===== src/rtl/controle_multiciclo.sv =====
// Multi-cycle MIPS control FSM: sequences fetch/decode/execute/memory/writeback over a shared datapath.
// Latency: 2-5 cycles per instruction (lw 5; sw/R/addi 4; beq/j/jal 3; unknown 2; halt 2 then parks).
// Backpressure: with MEM_WAIT_EN defined, FETCH/MEM_READ/MEM_WRITE stall while mem_ready=0; otherwise none.
//
// Ports: clock/reset (sync, active-high); opcode = IR[31:26]; zero_flag from ALU; mem_ready memory handshake.
//   Outputs: datapath enables/selects (pc_write, i_or_d, mem_read, mem_write, ir_write, reg_write, reg_dst,
//   mem_to_reg, write_link, alu_src_a, alu_src_b, ALUOp, pc_source), illegal_op pulse, halted, debug state,
//   instr_count (retired instructions, COUNT_W bits, wraps).
// Optional feature macro: MEM_WAIT_EN (memory wait states gated by mem_ready).
module controle_multiciclo #(
  parameter int COUNT_W = 32
) (
  input  logic               clock,
  input  logic               reset,
  input  logic [5:0]         opcode,
  input  logic               zero_flag,
  input  logic               mem_ready,
  output logic               pc_write,
  output logic               i_or_d,
  output logic               mem_read,
  output logic               mem_write,
  output logic               ir_write,
  output logic               reg_write,
  output logic               reg_dst,
  output logic               mem_to_reg,
  output logic               write_link,
  output logic               alu_src_a,
  output logic [1:0]         alu_src_b,
  output logic [3:0]         ALUOp,
  output logic [1:0]         pc_source,
  output logic               illegal_op,
  output logic               halted,
  output logic [3:0]         state,
  output logic [COUNT_W-1:0] instr_count
);

  typedef enum logic [3:0] {
    S_FETCH     = 4'd0,
    S_DECODE    = 4'd1,
    S_MEM_ADDR  = 4'd2,
    S_MEM_READ  = 4'd3,
    S_MEM_WB    = 4'd4,
    S_MEM_WRITE = 4'd5,
    S_R_EXEC    = 4'd6,
    S_R_WB      = 4'd7,
    S_BRANCH    = 4'd8,
    S_JUMP      = 4'd9,
    S_I_EXEC    = 4'd10,
    S_I_WB      = 4'd11,
    S_HALT      = 4'd12
  } state_t;

  localparam logic [5:0] OP_R    = 6'b000000;
  localparam logic [5:0] OP_LW   = 6'b100011;
  localparam logic [5:0] OP_SW   = 6'b101011;
  localparam logic [5:0] OP_BEQ  = 6'b000100;
  localparam logic [5:0] OP_J    = 6'b000010;
  localparam logic [5:0] OP_JAL  = 6'b000011;
  localparam logic [5:0] OP_ADDI = 6'b001000;
  localparam logic [5:0] OP_HALT = 6'b111111;

  localparam logic [COUNT_W-1:0] CNT_ONE = COUNT_W'(1);

  state_t             cur;
  logic               jal_q;   // JUMP no longer samples opcode, so remember jal from DECODE
  logic [COUNT_W-1:0] cnt_q;
  logic               mem_ok;
  logic               op_known;

`ifdef MEM_WAIT_EN
  assign mem_ok = mem_ready;
`else
  assign mem_ok = 1'b1;
  logic unused_mem_ready;
  assign unused_mem_ready = mem_ready;
`endif

  always_comb begin
    case (opcode)
      OP_R, OP_LW, OP_SW, OP_BEQ, OP_J, OP_JAL, OP_ADDI, OP_HALT: op_known = 1'b1;
      default:                                                   op_known = 1'b0;
    endcase
  end

  always_ff @(posedge clock) begin
    if (reset) begin
      cur   <= S_FETCH;
      jal_q <= 1'b0;
      cnt_q <= '0;
    end else begin
      case (cur)
        S_FETCH:     if (mem_ok) cur <= S_DECODE;
        S_DECODE: begin
          jal_q <= (opcode == OP_JAL);
          case (opcode)
            OP_R:          cur <= S_R_EXEC;
            OP_LW, OP_SW:  cur <= S_MEM_ADDR;
            OP_BEQ:        cur <= S_BRANCH;
            OP_J, OP_JAL:  cur <= S_JUMP;
            OP_ADDI:       cur <= S_I_EXEC;
            OP_HALT: begin
              cur   <= S_HALT;
              cnt_q <= cnt_q + CNT_ONE;
            end
            default:       cur <= S_FETCH;  // illegal: not retired
          endcase
        end
        S_MEM_ADDR:  cur <= (opcode == OP_LW) ? S_MEM_READ : S_MEM_WRITE;
        S_MEM_READ:  if (mem_ok) cur <= S_MEM_WB;
        S_MEM_WRITE: begin
          if (mem_ok) begin
            cur   <= S_FETCH;
            cnt_q <= cnt_q + CNT_ONE;
          end
        end
        S_MEM_WB, S_R_WB, S_BRANCH, S_JUMP, S_I_WB: begin
          cur   <= S_FETCH;
          cnt_q <= cnt_q + CNT_ONE;
        end
        S_R_EXEC:    cur <= S_R_WB;
        S_I_EXEC:    cur <= S_I_WB;
        S_HALT:      cur <= S_HALT;
        default:     cur <= S_FETCH;  // unused codes 13-15
      endcase
    end
  end

  // Moore decode of state; reset blanks every output so nothing writes mid-reset.
  always_comb begin
    pc_write   = 1'b0;
    i_or_d     = 1'b0;
    mem_read   = 1'b0;
    mem_write  = 1'b0;
    ir_write   = 1'b0;
    reg_write  = 1'b0;
    reg_dst    = 1'b0;
    mem_to_reg = 1'b0;
    write_link = 1'b0;
    alu_src_a  = 1'b0;
    alu_src_b  = 2'b00;
    ALUOp      = 4'b0000;
    pc_source  = 2'b00;
    illegal_op = 1'b0;
    halted     = 1'b0;
    if (!reset) begin
      case (cur)
        S_FETCH: begin
          mem_read  = 1'b1;
          ir_write  = mem_ok;
          pc_write  = mem_ok;
          alu_src_b = 2'b01;
        end
        S_DECODE: begin
          alu_src_b  = 2'b11;  // branch target into ALUOut
          illegal_op = !op_known;
        end
        S_MEM_ADDR: begin
          alu_src_a = 1'b1;
          alu_src_b = 2'b10;
        end
        S_MEM_READ: begin
          mem_read = 1'b1;
          i_or_d   = 1'b1;
        end
        S_MEM_WB: begin
          reg_write  = 1'b1;
          mem_to_reg = 1'b1;
        end
        S_MEM_WRITE: begin
          mem_write = 1'b1;
          i_or_d    = 1'b1;
        end
        S_R_EXEC: begin
          alu_src_a = 1'b1;
          ALUOp     = 4'b0010;
        end
        S_R_WB: begin
          reg_write = 1'b1;
          reg_dst   = 1'b1;
        end
        S_BRANCH: begin
          alu_src_a = 1'b1;
          ALUOp     = 4'b0001;
          pc_source = 2'b01;
          pc_write  = zero_flag;
        end
        S_JUMP: begin
          pc_source  = 2'b10;
          pc_write   = 1'b1;
          reg_write  = jal_q;  // $31 <- PC+4, already in PC since FETCH
          write_link = jal_q;
        end
        S_I_EXEC: begin
          alu_src_a = 1'b1;
          alu_src_b = 2'b10;
        end
        S_I_WB:  reg_write = 1'b1;
        S_HALT:  halted    = 1'b1;
        default: ;
      endcase
    end
  end

  assign state       = reset ? 4'd0 : cur;
  assign instr_count = reset ? '0 : cnt_q;

endmodule

===== config.mk =====
export PLATFORM = sky130hd
export DESIGN_NAME = controle_multiciclo
export DESIGN_NICKNAME = d
export VERILOG_FILES = /design/src/rtl/controle_multiciclo.sv
export SDC_FILE = /design/constraint.sdc
export NUM_CORES = 1
export LEC_CHECK = 0
export ABC_AREA = 1
export BUFFER_PORTS_ARGS = -buffer_cell sky130_fd_sc_hd__buf_2
export CAP_MARGIN = 15
export CORE_MARGIN = 3
export CORE_UTILIZATION = 45
export CTS_BUF_LIST = sky130_fd_sc_hd__clkbuf_4
export CTS_CLUSTER_DIAMETER = 30
export CTS_CLUSTER_SIZE = 40
export DETAILED_ROUTE_END_ITERATION = 8
export PLACE_DENSITY_LB_ADDON = 0.25
export SLEW_MARGIN = 20
export SYNTH_ARGS = -nofsm -noshare
export SYNTH_HDL_FRONTEND = slang
export SYNTH_SLANG_ARGS = --single-unit

===== constraint.sdc =====
create_clock -name clock -period 2.06 [get_ports clock]
set_clock_uncertainty 0.15 [all_clocks]
set_input_delay 0.206 -clock clock [delete_from_list [all_inputs] [get_ports clock]]
set_output_delay 0.206 -clock clock [all_outputs]
set_load 0.01 [all_outputs]

==> metrics <==
Seq/Total Area, Yosys=27.9%; hpwl dp=5560 µm; worst slew pin tran=615 ps; Hold WC Path Type=in2reg; initial antenna violation count=0; Req. time, crit path=1700 ps; total congestion overflow=0; Initial Utilization=47.4%; hold path startpoint=opcode[1]; CTS Buffer Depth=2; max_cap viols=0; Final nets=547; fillcell total=619; first-pass GRT wire length=12200 µm; crit path time final=1950 ps; pin count of the biggest net entering global routing=64; RSZ-0062 raised after global routing=yes; Die W=82.8 µm; RR Endpoint=cnt_q[20]; crit end category=primary output; CP max-delay cell=dfxtp_2; pwr dens=396 mW/mm²; number of global-route vias before repair=2773; setup slack after layout=113 ps; LEAKAGE=1.32 nW; top fanout value on the critical path=5; Post-Syn Area per Cell=5.60 µm²; Routed WL per cell=11.7 µm; Via Count=3071; remaining antenna violation count=0; WHS Path Cells=3; max incr delay on CP=360 ps; IO Count=66; Root Driver=clkbuf_4; worst setup path category=reg2out; post-route setup TNS=0 ps; Slew headroom=59.0%; post-route DRC violation count=0; die height=82.8 µm; nature of the critical path startpoint=flop; Power Total=1.23 mW; Final Cycle Share=94.5%; row count=27; worst-case hold slack=19.3 ps; post-CTS setup buffer count=0; fin util=55.3%; CTS tree=yes; DRT Pass-1 Iters=4; Reg2Reg Depth=9; crit path cell chain=inv_2 -> nand3_1 -> nor2_1 -> nand2_1 -> nor4_2 -> buf_2; Fin. Hold Viols=0; final wirelength=7150 µm; mapped cell area=0.00266 mm²; WHS Endpoint=cur[0]; post-synthesis cell type count=34; FF-to-FF Start=cnt_q[1]; area delta synth->final=16.7%; PortBufs=62; Max Fclk=514 MHz; Cells after Synth=474; First DRT Iteration DRCs=179; Peak VDD IR=202 µV; Clock Pin Slew Worst Setup and Hold Paths=100 ps; register-to-register setup slack=210 ps; Ant. Diodes=0; Yosys warnings=0; htree depth=2; WP data arrival=1590 ps; Worst-Skew Late Latency=350 ps; max-slew violations=0; layout cell share with drive strength beyond 1=18.1%; Place WS=199 ps; Yosys reg bits=37; cells resized by post-CTS repair=0; core area=0.00561 mm²; hold_buf cts=0; clock sink total=37; die area=0.00686 mm²; CTS Buf Count=5; routed vias/inst=5.04; Final Setup Violations=0; RD Place Congestion=0.910; status=finished, final reports clean; GRT Total Usage=20.8%
==> cells in the final DEF (no fill, tap or decap), types with 6 or more instances in the layout <==
cell,instances
nor3_1,12
nand3_1,18
nor2_1,111
dfxtp_1,35
nand2_1,143
buf_2,62
o21ai_0,12
inv_1,54
a21oi_1,31
nand4_1,6
buf_4,6
==> state kept, by name, summed over array words and instances, names as in the netlist <==
signal	flops
cur	4
jal_q	1
cnt_q	32
==> per-layer routing <==
layer / vias up / share of wire (%) / GRT usage, %
li1: 1594 / - / -
met1: 1393 / 47 / 28.4
met2: 78 / 47 / 34.8
met3: 6 / 5.0 / 2.88
met4: 0 / 1.0 / 4.75
met5: - / 0 / 0
==> area by class of cell <==
| class | instances | area, µm² | share of cell area (%) |
|---|---|---|---|
| multi-input cells | 366 | 1620 | 52.4 |
| flip-flops and latches | 37 | 743 | 24.0 |
| repair buffers | 69 | 375 | 12.1 |
| inverters | 57 | 216 | 6.98 |
| well taps | 72 | 90.1 | 2.91 |
| clock buffers | 5 | 37.5 | 1.21 |
| clock inverters | 3 | 12.5 | 0.404 |
==> power by group <==
group	switching, mW	internal, mW
sequential	0.00508	0.720
combinational	0.0917	0.0443
clock	0.241	0.124
==> metrics by stage <==
stage | instance area, µm² | instances
after floorplan | 2660 | 475
after global placement | 3030 | 601
after detailed placement | 3030 | 601
after CTS | 3080 | 609
after global routing | 3100 | 609
final | 3100 | 609
==> cells by family after synthesis <==
logic type                 after synthesis  synth area share, %
DFF                                     37                 27.9
AOI/OAI and AO/OA                       50                 9.94
and+or+nand+nor                        308                 48.1
other                                    1                0.141
xor gates and xnor gates                 5                 1.65
buffers and inverters                   72                 11.8
adders and majority gates                1                0.471
==> critical path: cells and delay by family (launching register included) <==
kind          cells  cell delay, ps
simple gates      4             620
buf+inv           2             270
flops             1             360
==> synth_stat cells <==
master	n	area share (%)
a21boi_0	1	0.28
a21oi_1	31	5.8
a311oi_1	1	0.33
a31oi_1	1	0.24
and2_1	1	0.24
buf_1	1	0.14
buf_4	3	0.85
buf_6	2	0.85
buf_8	1	0.57
clkbuf_1	7	0.99
clkbuf_4	1	0.28
conb_1	1	0.14
dfxtp_1	37	28
ha_1	1	0.47
inv_1	55	7.8
inv_2	1	0.14
inv_4	1	0.24
nand2_1	143	20
nand2_2	4	0.94
nand2_4	2	0.85
nand3_1	18	3.4
nand3_2	3	1.1
nand4_1	6	1.4
nor2_1	114	16
nor2_2	2	0.47
nor2_4	2	0.85
nor3_1	12	2.3
nor4_1	1	0.24
o21a_1	1	0.28
o21ai_0	12	2.3
o21ai_1	1	0.19
o22ai_1	1	0.24
o31ai_1	1	0.28
xor2_1	5	1.6
==> worst max path at each step <==
stage                   from    endpoint
floorplan              reset  illegal_op
global placement    cnt_q[1]   cnt_q[20]
detailed placement  cnt_q[1]   cnt_q[20]
CTS                   cur[3]  illegal_op
global route          cur[3]  illegal_op
finish                cur[2]  illegal_op
Power figures use the tool's default switching activity.
